**src/rtl/uart_boot_pkg.sv**
```systemverilog
// ============================================================
// uart_boot_pkg: shared states and protocol bytes for the UART boot loader.
// Revision: 1.0
// ============================================================
`default_nettype none

package uart_boot_pkg;

  typedef enum logic [2:0] {
    SEND_SYNC  = 3'd0,
    RECV_SIZE  = 3'd1,
    RECV_PROG  = 3'd2,
    SEND_READY = 3'd3,
    RUN        = 3'd4
  } boot_state_t;

  localparam logic [7:0] SYNC_BYTE  = 8'h99;
  localparam logic [7:0] READY_BYTE = 8'haa;

endpackage

`default_nettype wire

```
**src/rtl/uart_boot_loader_byte_fifo.sv**
```systemverilog
// ============================================================
// byte_fifo: byte FIFO with wrap-bit pointers; pop frees a slot for a same-cycle push.
// Revision: 1.0
// ============================================================
`default_nettype none

module byte_fifo #(
  parameter int DEPTH = 16
) (
  input  logic       clock,
  input  logic       resetn,
  input  logic       push,
  input  logic [7:0] din,
  input  logic       pop,
  output logic [7:0] dout,
  output logic       empty,
  output logic       full
);
  localparam int AW = $clog2(DEPTH);
  localparam logic [AW:0] PTR_ONE = (AW+1)'(1);

  logic [AW:0] wr_ptr;
  logic [AW:0] rd_ptr;
  logic [7:0]  mem [DEPTH];
  logic        do_pop;
  logic        do_push;

  assign empty   = (wr_ptr == rd_ptr);
  assign full    = (wr_ptr[AW] != rd_ptr[AW]) && (wr_ptr[AW-1:0] == rd_ptr[AW-1:0]);
  assign do_pop  = pop && !empty;
  assign do_push = push && (!full || do_pop);
  assign dout    = empty ? 8'h00 : mem[rd_ptr[AW-1:0]];

  always_ff @(posedge clock or negedge resetn) begin
    if (!resetn) begin
      wr_ptr <= '0;
      rd_ptr <= '0;
    end else begin
      if (do_push) wr_ptr <= wr_ptr + PTR_ONE;
      if (do_pop)  rd_ptr <= rd_ptr + PTR_ONE;
    end
  end

  always_ff @(posedge clock) begin
    if (do_push) mem[wr_ptr[AW-1:0]] <= din;
  end

endmodule

`default_nettype wire

```
**src/rtl/uart_boot_loader.sv**
```systemverilog
// ============================================================
// uart_boot_loader: loads a program over UART into instruction memory, then
// shares the UART with the core. Macro BOOT_CHECKSUM_EN adds an XOR checksum byte.
// Revision: 1.0
// ============================================================
`default_nettype none

module uart_boot_loader
  import uart_boot_pkg::*;
#(
  parameter int IMEM_ADDR_W   = 14,
  parameter int RX_FIFO_DEPTH = 16
) (
  input  logic                   clock,
  input  logic                   resetn,
  input  logic                   rx_ready,
  input  logic [7:0]             rdata,
  input  logic                   ferr,
  output logic                   tx_start,
  output logic [7:0]             sdata,
  input  logic                   tx_busy,
  output logic                   imem_we,
  output logic [IMEM_ADDR_W-1:0] imem_addr,
  output logic [31:0]            imem_wdata,
  output logic                   boot_done,
  output logic                   boot_err,
  input  logic                   cpu_tx_valid,
  input  logic [7:0]             cpu_tx_data,
  output logic                   cpu_tx_ready,
  output logic                   cpu_rx_valid,
  output logic [7:0]             cpu_rx_data,
  input  logic                   cpu_rx_pop,
  output logic                   rx_overflow
);
  boot_state_t            state;
  logic [31:0]            size_q;
  logic [31:0]            byte_cnt;
  logic [23:0]            word_q;
  logic [1:0]             size_idx;
  logic [IMEM_ADDR_W-1:0] wr_addr;
  logic                   addr_full;
  logic                   can_issue;
  logic [31:0]            size_next;
  logic [31:0]            word_next;
  logic                   fifo_push;
  logic                   fifo_pop;
  logic                   fifo_empty;
  logic                   fifo_full;
`ifdef BOOT_CHECKSUM_EN
  logic [7:0]             cksum;
  logic                   ck_sent;
`endif

  // tx_start is registered, so its current value is last cycle's issue
  assign can_issue    = !tx_busy && !tx_start;
  assign size_next    = {rdata, size_q[31:8]};
  assign word_next    = {rdata, word_q};
  assign cpu_tx_ready = (state == RUN) && can_issue;
  assign cpu_rx_valid = !fifo_empty;
  assign fifo_push    = (state == RUN) && rx_ready;
  assign fifo_pop     = (state == RUN) && cpu_rx_pop;

  byte_fifo #(.DEPTH(RX_FIFO_DEPTH)) u_rx_fifo (
    .clock  (clock),
    .resetn (resetn),
    .push   (fifo_push),
    .din    (rdata),
    .pop    (fifo_pop),
    .dout   (cpu_rx_data),
    .empty  (fifo_empty),
    .full   (fifo_full)
  );

  always_ff @(posedge clock or negedge resetn) begin
    if (!resetn) begin
      state       <= SEND_SYNC;
      tx_start    <= 1'b0;
      sdata       <= 8'h00;
      imem_we     <= 1'b0;
      imem_addr   <= '0;
      imem_wdata  <= 32'h0;
      boot_done   <= 1'b0;
      boot_err    <= 1'b0;
      rx_overflow <= 1'b0;
      size_q      <= 32'h0;
      byte_cnt    <= 32'h0;
      word_q      <= 24'h0;
      size_idx    <= 2'd0;
      wr_addr     <= '0;
      addr_full   <= 1'b0;
`ifdef BOOT_CHECKSUM_EN
      cksum       <= 8'h00;
      ck_sent     <= 1'b0;
`endif
    end else begin
      tx_start <= 1'b0;
      imem_we  <= 1'b0;
      if (rx_ready && ferr && (state == RECV_SIZE || state == RECV_PROG)) boot_err <= 1'b1;

      case (state)
        SEND_SYNC: begin
          if (can_issue) begin
            tx_start <= 1'b1;
            sdata    <= SYNC_BYTE;
            state    <= RECV_SIZE;
          end
        end
        RECV_SIZE: begin
          if (rx_ready) begin
            size_q   <= size_next;
            size_idx <= size_idx + 2'd1;
            if (size_idx == 2'd3) state <= (size_next == 32'h0) ? SEND_READY : RECV_PROG;
          end
        end
        RECV_PROG: begin
          if (rx_ready) begin
            word_q   <= word_next[31:8];
            byte_cnt <= byte_cnt + 32'd1;
`ifdef BOOT_CHECKSUM_EN
            cksum    <= cksum ^ rdata;
`endif
            // a trailing partial word never reaches lane 3, so it is dropped
            if (byte_cnt[1:0] == 2'd3) begin
              if (addr_full) begin
                boot_err <= 1'b1;
              end else begin
                imem_we    <= 1'b1;
                imem_addr  <= wr_addr;
                imem_wdata <= word_next;
                wr_addr    <= wr_addr + IMEM_ADDR_W'(1);
                if (&wr_addr) addr_full <= 1'b1;
              end
            end
            if (byte_cnt == size_q - 32'd1) state <= SEND_READY;
          end
        end
        SEND_READY: begin
          if (can_issue) begin
            tx_start <= 1'b1;
`ifdef BOOT_CHECKSUM_EN
            if (!ck_sent) begin
              sdata   <= cksum;
              ck_sent <= 1'b1;
            end else begin
              sdata     <= READY_BYTE;
              state     <= RUN;
              boot_done <= 1'b1;
            end
`else
            sdata     <= READY_BYTE;
            state     <= RUN;
            boot_done <= 1'b1;
`endif
          end
        end
        RUN: begin
          if (cpu_tx_valid && cpu_tx_ready) begin
            tx_start <= 1'b1;
            sdata    <= cpu_tx_data;
          end
          if (rx_ready && fifo_full && !cpu_rx_pop) rx_overflow <= 1'b1;
        end
        default: state <= SEND_SYNC;
      endcase
    end
  end

endmodule

`default_nettype wire

```
**config.mk**
```make
export PLATFORM = sky130hd
export DESIGN_NAME = uart_boot_loader
export DESIGN_NICKNAME = d
export VERILOG_FILES = /design/src/rtl/uart_boot_pkg.sv /design/src/rtl/uart_boot_loader_byte_fifo.sv /design/src/rtl/uart_boot_loader.sv
export SDC_FILE = /design/constraint.sdc
export NUM_CORES = 1
export LEC_CHECK = 0
export BUFFER_PORTS_ARGS = -buffer_cell sky130_fd_sc_hd__buf_4
export CAP_MARGIN = 0
export CELL_PAD_IN_SITES_DETAIL_PLACEMENT = 1
export CELL_PAD_IN_SITES_GLOBAL_PLACEMENT = 1
export CORE_MARGIN = 4
export CORE_UTILIZATION = 51
export DETAILED_ROUTE_END_ITERATION = 8
export PLACE_DENSITY_LB_ADDON = 0.1
export SKIP_CTS_REPAIR_TIMING = 1
export SLEW_MARGIN = 5
export SYNTH_ARGS = -nofsm -noshare
export SYNTH_HDL_FRONTEND = slang
export SYNTH_SLANG_ARGS = --single-unit
```
**constraint.sdc**
```tcl
create_clock -name clock -period 4.35 [get_ports clock]
set_input_delay 0 -clock clock [delete_from_list [all_inputs] [get_ports clock]]
set_output_delay 0 -clock clock [all_outputs]
set_load 0.05 [all_outputs]
```
[Yosys cells after proc, flatten, opt, wreduce, memory -nomap -nowiden]
Memories as Yosys holds them, arrays and structs flattened.
Index checks and enable logic that the tools add are counted.
Cells by class
  add/subtract/negate cells: 6
  equal/unequal tests: 17
  mux-type cells: 29
  bitwise operators: 2
  reductions and logical operators: 32
Operators with widths (number)
  adder 32 x 1 -> 32 bit (second input constant): 1
  equality test 32 bit: 1
  zero test 32 bit: 1
  2-to-1 mux 8 bit: 4
  subtractor 32 x 1 -> 32 bit (second input constant): 1
  case mux 8 bit (3 select lines): 1
  2-to-1 mux 3 bit: 6
  2-to-1 mux 1 bit: 16
  case mux 3 bit (5 select lines): 1
  adder 14 x 1 -> 14 bit (second input constant): 1
  AND reduction 14 bit: 1
  logical AND 1 bit: 12
  adder 5 x 1 -> 5 bit (second input constant): 2
  inequality test 2 bit (second input constant): 4
  AND reduction 2 bit: 4
  AND reduction 4 bit: 2
  AND reduction 7 bit: 1
  equality test 3 x 2 -> 1 bit (second input constant): 2
  inequality test 2 x 1 -> 1 bit (second input constant): 3
  equality test 5 bit: 1
  zero test 1 bit: 5
  equality test 2 bit (second input constant): 2
  equality test 4 bit: 1
  equality test 3 x 1 -> 1 bit (second input constant): 1
  10 further kinds: 12
Word-level totals
  register bits: 177
  memory bits (writable): 128
  input bits: 23
  output and inout port bits: 69
  logic and storage cells: 104
  memories: 1
Memory list
  u_rx_fifo.mem: words 16, width 8, read ports 1, clocked after memory_dff 0, wr ports 1, RTL line uart_boot_loader_byte_fifo.sv:24  | logic [7:0] mem [DEPTH];

[Logic depth before layout (Yosys ltp)]
Gate-level depths: netlist (run 1).
  depth after elaboration: 8
  depth in mapped cells: 11
  mapped depth without buffers: 10

[By module]
Synthesis (run 1) repeated with hierarchy kept, for this count alone.
Unflattened totals
  cells, all modules: 1024
  area total of the unflattened synthesis: 13370.3 µm²
Modules (own cells, without submodules)
  uart_boot_loader: instances 1, cells each 754, area an instance 7749.9 µm², seq. area each 4179.0 µm²
  byte_fifo: instances 1, cells each 270, area an instance 5620.4 µm², seq. area each 4093.9 µm²

[Worst setup path before layout (run 1)]
OpenSTA, ideal clock, no wires.
  path kind: register -> register
  start: register size_q[0]
  end: register state[0]
  arrival time: 2.993 ns
  required time: 4.263 ns
  slack: 1.271 ns
  stages on the path, launching flop included: 12
  path buffers: 1
  clock period less this slack: 3.079 ns
  path through: dfrtp_1 -> buf_2 -> inv_1 -> ha_1 -> nor3b_4 -> nand3_2 -> or4_4 -> or3_1 -> o211ai_1 -> a21oi_1 -> or4_1 -> a211oi_2
On the way
  word-level cells in the longest chain between the ends: 4
Ends and longest elaborated chain
  start: declaration: RTL line uart_boot_loader.sv:36  | logic [31:0] size_q;
  start signal: assignment: RTL line uart_boot_loader.sv:110  | size_q <= size_next;
  subtractor 32 x 1 -> 32 bit: RTL line uart_boot_loader.sv:134  | if (byte_cnt == size_q - 32'd1) state <= SEND_READY;
  equality test 32 bit: RTL line uart_boot_loader.sv:134
  inequality test 2 x 1 -> 1 bit (no line)
  AND reduction 7 bit (no line)
  end signal: assignment: RTL line uart_boot_loader.sv:112  | if (size_idx == 2'd3) state <= (size_next == 32'h0) ? SEND_READY : RECV_PROG;
  end: declaration: RTL line uart_boot_loader.sv:35  | boot_state_t state;
No other way between the ends.
A chain may end at the register's enable or synchronous reset.

[Worst setup path after layout (run 1)]
Ends and elaborated chain as after synthesis.

==> reports/metrics.csv, run 1 <==
metric,value,unit
status,finished with violations,
failed_checks,hold timing,
skew,0.0223,ns
htreeDepth,2,
fp-row-count,59,
p_per_area,615,nW/um2
cts_tree,yes,
core_area,25900,um2
final_common_cell,dfrtp_1,
ys_seq_area_frac,0.619,
cts_root_buf,clkbuf_16,
worst_pin_slew,1.14,ns
hold_viol,2,
clk_pin_slew,0.06,ns
ys_types,61,
cts_buffer_depth,3,
whs,-0.0194,ns
ios,92,
synth_ff_type,dfrtp_1,
start_util,0.516,
die_area,28900,um2
area_growth,17.3,%
synth_area,13400,um2
route.detailed.drc,0,
cp_max_fo,9,
finalCritPeriodShare,0.809,
synthArstFlopShare,0.580,
cts_buffers,34,
finalNetCount,1067,
routed_via_density,5.79,
nFillCells,2463,
grt_pass1_wl,49800,um
clk_latency,0.52,ns
critPathRequiredTime,4.77,ns
fin_setup_tns,0,ns
finalCriticalPeriod,3.52,ns
diodes,0,
synth_cells,914,
min_path_type,in2reg,
syn_area_per_cell,14.6,um2
grt_max_degree,90,
yosysTopAreaCell,dfrtp_1,
drive_gt1_frac,0.283,
die_h,170,um
routed_wl,31500,um
synth_area_leaders,"dfrtp_1, edfxtp_1, mux2_2",
grt_pass1_vias,8598,
syn-num-nets,946,
crit_path_end_kind,flip-flop,
cap_violations,0,
synth_edf_count,128,
yosys_warnings,0,
num_vias,8088,
dp.cells,1309,
globalRoute.busiestLayer,met2,
grt_util_met1,0.299,
leakage,6.29,nW
grtUsageMet2,0.378,
ant_nets,0,
synth_top_area_frac,0.331,
route.detailed.wl_per_inst,22.5,um
critPathKind,reg2reg,
most-common-layout-cells,"dfrtp_1, edfxtp_1, mux2_2",
post-dp-hpwl,20500,um
ir_worst_vdd,0.000529,V
rsz0062_at_grt,no,
drt_iter0_markers,545,
gp_congestion,0.852,
ys_ff_latch,305,
numPortBuffers,91,
antenna_found_initial,0,
dr.pass1.iters,4,
start_kind,flip-flop,
die-width,170,um
numClockSinks,305,
use_met3,0.0330,
setup_viol,0,
slew_viol_final,0,
cp.arrival,3.93,ns
grt_usage,0.219,
instances_no_fill,1396,
slew-limit-headroom,0.232,
overflow,0,
p_total,9.65,mW
max_freq,284,MHz
## area by class of cell
class | instances | area [um2] | area share
Tap cell | 335 | 419 | 0.0267
Clock inverter | 14 | 115 | 0.00734
Clock buffer | 48 | 903 | 0.0576
Inverter | 18 | 67.6 | 0.00431
Timing Repair Buffer | 124 | 1000 | 0.0637
Sequential cell | 305 | 8270 | 0.528
Multi-Input combinational cell | 552 | 4910 | 0.313
## state kept, by name, summed over array words and instances, names as in the netlist
register          flops
size_idx              2
imem_addr            14
addr_full             1
u_rx_fifo.wr_ptr      5
u_rx_fifo.mem       128
boot_done             1
u_rx_fifo.rd_ptr      5
wr_addr              14
imem_we               1
rx_overflow           1
sdata                 8
word_q               24
tx_start              1
imem_wdata           32
boot_err              1
state                 3
size_q               32
byte_cnt             32
## final timing paths
path / from / slack, ns / cells after the start / endpoint
max in group asynchronous: resetn / 3.09 / 3 / u_rx_fifo.rd_ptr[0]$_DFFE_PN0P_
setup / recovery: size_q[0]$_DFFE_PN0P_ / 0.83 / 10 / state[0]$_DFFE_PN0P_
hold reg to reg: size_idx[0]$_DFFE_PN0P_ / 0.48 / 1 / size_idx[0]$_DFFE_PN0P_
setup reg to reg: size_q[0]$_DFFE_PN0P_ / 0.83 / 10 / state[0]$_DFFE_PN0P_
min in group asynchronous: resetn / 0.09 / 2 / imem_wdata[28]$_DFFE_PN0P_
hold / removal: cpu_tx_valid / -0.02 / 4 / sdata[1]$_DFFE_PN0P_
## cell families (layout without fill, tap and decap cells)
group                      count (synthesis)  count (layout)  share of synthesized area
muxes                                    142             142                      0.153
adders and majority gates                  9               9                    0.00842
AOI/OAI and AO/OA                         65              65                     0.0334
buffers and inverters                     57             204                     0.0167
DFF                                      305             305                      0.619
xor gates and xnor gates                 100             100                     0.0655
and+or+nand+nor                          236             236                      0.104
## worst max-delay path, cell delays in order (launching register included)
cell and delay, ns:
dfrtp_1 0.48, inv_1 0.11, ha_1 0.30, nor3b_4 0.43, nand3_2 0.21, xnor2_1 0.23
nor4_1 0.26, a311oi_1 0.08, or4_1 0.55, or4_1 0.54, a211oi_2 0.23
## through the flow
step | instance area, um2 | setup slack (ns) | util
global route | 15700 | 0.558 | 0.605
floorplan | 13400 | 1.27 | -
finish | 15700 | 0.833 | 0.605
detailed placement | 14400 | 0.852 | 0.556
global placement | 14400 | 0.961 | 0.556
CTS | 15400 | 0.798 | 0.596
## cells in the mapped netlist, types with 9 or more instances
library cell / number
dfrtp_1: 177
edfxtp_1: 128
mux2_2: 102
xnor2_1: 70
mux4_2: 40
nand2_1: 39
nor2_1: 33
clkbuf_1: 30
xor2_1: 30
nand3_1: 25
nor3_1: 20
and2_1: 18
inv_1: 18
nand4_1: 18
and3_1: 15
a21oi_1: 14
nor2b_1: 12
o21ai_0: 12
ha_1: 9
## per-layer routing
layer / wire, um / vias to the layer above
li1: - / 3643
met1: 13300 / 4253
met2: 16500 / 155
met3: 1180 / 37
met4: 460 / 0
met5: 0 / -
## power by group
group	switching (mW)	internal (mW)	total [mW]
Combinational	1.66	1.28	2.94
Sequential	0.626	3.43	4.06
Clock	1.13	1.52	2.65
No activity file was read; power rests on OpenSTA's default activity.
==> run 2: changes to the inputs <==
==> constraint.sdc (replaced) <==
create_clock -name clock -period 3.3 [get_ports clock]
set_input_delay 0 -clock clock [delete_from_list [all_inputs] [get_ports clock]]
set_output_delay 0 -clock clock [all_outputs]
set_load 0.05 [all_outputs]
==> run 2 against run 1 <==
  * The run still ends with hold timing left
  * Flip-flop and latch count unchanged
  * Die area unchanged
  * Clock power increased by 43%
  * Sequential power increased by 32%
  * First-iteration DRC count decreased by 17%
  * Utilization increased by 0.92 points
  * Non-clock buffer count increased by 14
  * Critical path type unchanged
  * Critical endpoint unchanged
  * Highest routed layer unchanged
==> reports/metrics.csv, run 2 (same netlist as run 1, synthesis figures left out) <==
metric,value,unit
clk_pin_slew,0.06,ns
finalCriticalPeriod,3.16,ns
leakage,6.43,nW
whs_endpoint,sdata[5]$_DFFE_PN0P_,
skew,0.0127,ns
min_path_type,in2reg,
r2r_end,state[0]$_DFFE_PN0P_,
place_ws,0.232,ns
htreeDepth,2,
status,finished with violations,
clk_latency,0.51,ns
rsz0062_at_grt,no,
ff_latch_area,8270,um2
max_freq,317,MHz
route.detailed.drc,0,
r2r_setup_slack,0.14,ns
fin_setup_tns,0,ns
cap_violations,0,
die-width,170,um
grt_max_degree,106,
failed_checks,hold timing,
ios,92,
grt_pass1_vias,8822,
num_vias,8107,
crit_path_end_kind,flip-flop,
worst_pin_slew,0.915,ns
fin_ws,0.144,ns
area_growth,19.0,%
r2r_cells,10,
ir_worst_vdd,0.000575,V
routed_wl,32300,um
numClockSinks,305,
cts_buffers,34,
cts_buffer_depth,3,
hold_depth,4,
numPortBuffers,91,
cp.arrival,3.58,ns
start_kind,flip-flop,
largest_register_ffs,128,
slew_viol_final,0,
nFillCells,2448,
finalCritPeriodShare,0.956,
final_common_cell,dfrtp_1,
min_from,cpu_tx_valid,
most-common-layout-cells,"dfrtp_1, edfxtp_1, buf_4",
slew-limit-headroom,0.390,
drive_gt1_frac,0.299,
multi_input_area,4910,um2
cp_max_fo,7,
die_h,170,um
post-dp-hpwl,21400,um
route.detailed.wl_per_inst,22.9,um
die_area,28900,um2
drt_iter0_markers,454,
fp-row-count,59,
setup_viol,0,
finalNetCount,1081,
gp_congestion,0.855,
cts_tree,yes,
hold_viol,3,
cts_root_buf,clkbuf_16,
start_util,0.516,
p_per_area,825,nW/um2
core_area,25900,um2
ant_nets,0,
diodes,0,
critPathKind,reg2reg,
grt_usage,0.224,
antenna_found_initial,0,
routed_via_density,5.76,
overflow,0,
grt_pass1_wl,50800,um
critPathRequiredTime,3.73,ns
whs,-0.0171,ns
r2r-start,size_q[0]$_DFFE_PN0P_,
dr.pass1.iters,5,
-- run 2: worst max-delay path, stage by stage, from the launching register on --
cell and delay, ns:
dfrtp_1 0.48, inv_1 0.12, ha_1 0.17, nor3b_4 0.23, nand3_2 0.19, xnor2_1 0.24, nor4_1 0.26, a311oi_1 0.08
or4_1 0.55, or4_1 0.52, a211oi_2 0.23
-- run 2: final cells by class --
class / instances / share of cell area
inverters: 18 / 0.00424
multi-input cells: 552 / 0.309
repair buffers: 138 / 0.0702
flip-flops and latches: 305 / 0.520
clock buffers: 51 / 0.0644
well taps: 335 / 0.0263
clock inverters: 8 / 0.00668
-- run 2: power by group --
part	total, mW	internal, mW	switching [mW]
combinational	3.99	1.75	2.24
sequential	5.35	4.53	0.818
clock	3.80	2.31	1.49
total	13.1	8.59	4.55
-- run 2: per-stage QoR --
stage	power (mW)	hold slack, ns	instance area (um2)	cells	util
2_1_floorplan	8.02	-0.296	13400	914	-
3_3_place_gp	9.23	0.186	14500	1323	0.561
3_5_place_dp	9.35	0.176	14500	1323	0.561
4_1_cts	13.2	-0.365	15700	1382	0.605
5_1_grt	13.8	0.0104	15900	1407	0.615
6_report	13.1	-0.0171	15900	1407	0.615
-- run 2: worst max-delay path by stage --
stage	start	to	slack (ns)	cells after the start
2_1_floorplan	size_q[0]$_DFFE_PN0P_	state[0]$_DFFE_PN0P_	0.22	11
3_3_place_gp	size_q[2]$_DFFE_PN0P_	state[0]$_DFFE_PN0P_	0.32	8
3_5_place_dp	size_q[0]$_DFFE_PN0P_	state[0]$_DFFE_PN0P_	0.23	10
4_1_cts	size_q[0]$_DFFE_PN0P_	state[0]$_DFFE_PN0P_	0.19	10
5_1_grt	size_q[10]$_DFFE_PN0P_	state[0]$_DFFE_PN0P_	0.008	8
6_report	size_q[0]$_DFFE_PN0P_	state[0]$_DFFE_PN0P_	0.14	10
-- run 2: layer usage --
metal  part of all wire  vias to the layer above  track usage
met3              0.032                       49       0.0337
met1               0.42                     4250        0.301
met2               0.53                      137        0.393
met5                  0                        -            0
li1                   -                     3671            -
met4              0.016                        0       0.0479
==> run 3: changes to the inputs <==
--- a/config.mk
+++ b/config.mk
@@ -13,6 +13,7 @@
 export CORE_UTILIZATION = 51
 export DETAILED_ROUTE_END_ITERATION = 8
 export PLACE_DENSITY_LB_ADDON = 0.1
+export REMOVE_ABC_BUFFERS = 1
 export SKIP_CTS_REPAIR_TIMING = 1
 export SLEW_MARGIN = 5
 export SYNTH_ARGS = -nofsm -noshare
==> run 3 against run 2 <==
  * The run now ends clean
  * Clock-buffer cell count increased by 1
  * First-iteration DRC count up 9.7%
  * Critical path depth unchanged
  * Highest routed layer unchanged
==> reports/metrics.csv, run 3 (same netlist as run 1, synthesis figures left out) <==
metric,value,unit
status,finished clean,
clk_pin_slew,0.06,ns
core_area,25900,um2
fin_setup_tns,0,ns
rsz0062_at_grt,no,
slew-limit-headroom,0.368,
leakage,6.43,nW
grt_max_degree,108,
place_area,14500,um2
die_area,28900,um2
routed_wl,32500,um
num_vias,8105,
worst_pin_slew,0.947,ns
cts_tree,yes,
ant_nets,0,
finalCritPeriodShare,0.932,
r2r-start,size_q[1]$_DFFE_PN0P_,
start_util,0.516,
finalCriticalPeriod,3.07,ns
ios,92,
dp.cells,1324,
setup_viol,0,
slew_viol_final,0,
drt_iter0_markers,498,
r2r_end,state[0]$_DFFE_PN0P_,
die_h,170,um
p_total,13.1,mW
nFillCells,2422,
final_common_cell,dfrtp_1,
cp.arrival,3.50,ns
dr.pass1.iters,5,
fp-row-count,59,
numPortBuffers,91,
post-dp-hpwl,21100,um
finalInstanceArea,15900,um2
critPathKind,reg2reg,
diodes,0,
fin_ws,0.226,ns
most-common-layout-cells,"dfrtp_1, edfxtp_1, buf_4",
whs_endpoint,sdata[4]$_DFFE_PN0P_,
grt_pass1_wl,49800,um
crit_path_end_kind,flip-flop,
area_growth,19.0,%
min_from,cpu_tx_valid,
cts_buffers,34,
numClockSinks,305,
cts_root_buf,clkbuf_16,
start_kind,flip-flop,
max_freq,325,MHz
cap_violations,0,
skew,0.0143,ns
instances_no_fill,1413,
overflow,0,
route.detailed.drc,0,
clk_latency,0.51,ns
grt_usage,0.220,
die-width,170,um
gp_congestion,0.844,
cts_buffer_depth,3,
place_ws,0.219,ns
finalNetCount,1084,
hold_depth,5,
ir_worst_vdd,0.000526,V
routed_via_density,5.74,
r2r_setup_slack,0.23,ns
min_path_type,in2reg,
route.detailed.wl_per_inst,23.0,um
drive_gt1_frac,0.300,
antenna_found_initial,0,
hold_viol,0,
largest_register_ffs,128,
htreeDepth,2,
grt_pass1_vias,8678,
p_per_area,822,nW/um2
cp_max_fo,6,
r2r_cells,10,
critPathRequiredTime,3.72,ns
[run 3: changes by cell type in the layout (fill, tap and decap cells not counted), moves of 2 or more]
cell,before,now
buf_4,111,113
clkbuf_1,7,9
dlygate4sd3_1,25,27
clkinv_2,2,4
[run 3: power breakdown]
part | total (mW) | internal (mW) | switching, mW
Sequential | 5.28 | 4.53 | 0.751
Clock | 3.74 | 2.23 | 1.51
Combinational | 4.06 | 1.77 | 2.30
Total | 13.1 | 8.52 | 4.56
[run 3: worst max path at each step]
| stage | from | end | depth (start not counted) |
|---|---|---|---|
| finish | size_q[1]$_DFFE_PN0P_ | state[0]$_DFFE_PN0P_ | 10 |
| global route | size_q[1]$_DFFE_PN0P_ | state[0]$_DFFE_PN0P_ | 10 |
| CTS | size_q[0]$_DFFE_PN0P_ | state[0]$_DFFE_PN0P_ | 10 |
| detailed placement | size_q[0]$_DFFE_PN0P_ | state[0]$_DFFE_PN0P_ | 10 |
| global placement | size_q[0]$_DFFE_PN0P_ | state[0]$_DFFE_PN0P_ | 10 |
| floorplan | state[2]$_DFFE_PN0P_ | wr_addr[11]$_DFFE_PN0P_ | 7 |
[run 3: final cells by class]
cell class / count / area (um2) / area share
Timing Repair Buffer: 141 / 1130 / 0.0712
Multi-Input combinational cell: 552 / 4910 / 0.308
Clock inverter: 10 / 93.8 / 0.00590
Tap cell: 335 / 419 / 0.0263
Sequential cell: 305 / 8280 / 0.520
Clock buffer: 52 / 1020 / 0.0641
Inverter: 18 / 67.6 / 0.00425
[run 3: worst max-delay path: stages, from the launching register on]
cell and delay [ns]:
dfrtp_1 0.47, inv_1 0.11, ha_1 0.17, nor3b_4 0.22
nand3_2 0.17, xnor2_1 0.22, nor4b_1 0.27, a311oi_1 0.07
or4_1 0.53, or4_1 0.51, a211oi_2 0.23
[run 3: through the flow]
step | hold WS (ns) | util
floorplan | -0.296 | -
global placement | 0.192 | 0.561
detailed placement | 0.192 | 0.561
CTS | -0.341 | 0.604
global route | 0.110 | 0.614
finish | 0.0569 | 0.614
[run 3: layer usage]
metal,up-vias,GRT usage,part of all wire
li1,3683,-,-
met3,59,0.0314,0.031
met2,141,0.388,0.53
met5,-,0,0
met1,4222,0.290,0.42
met4,0,0.0552,0.022
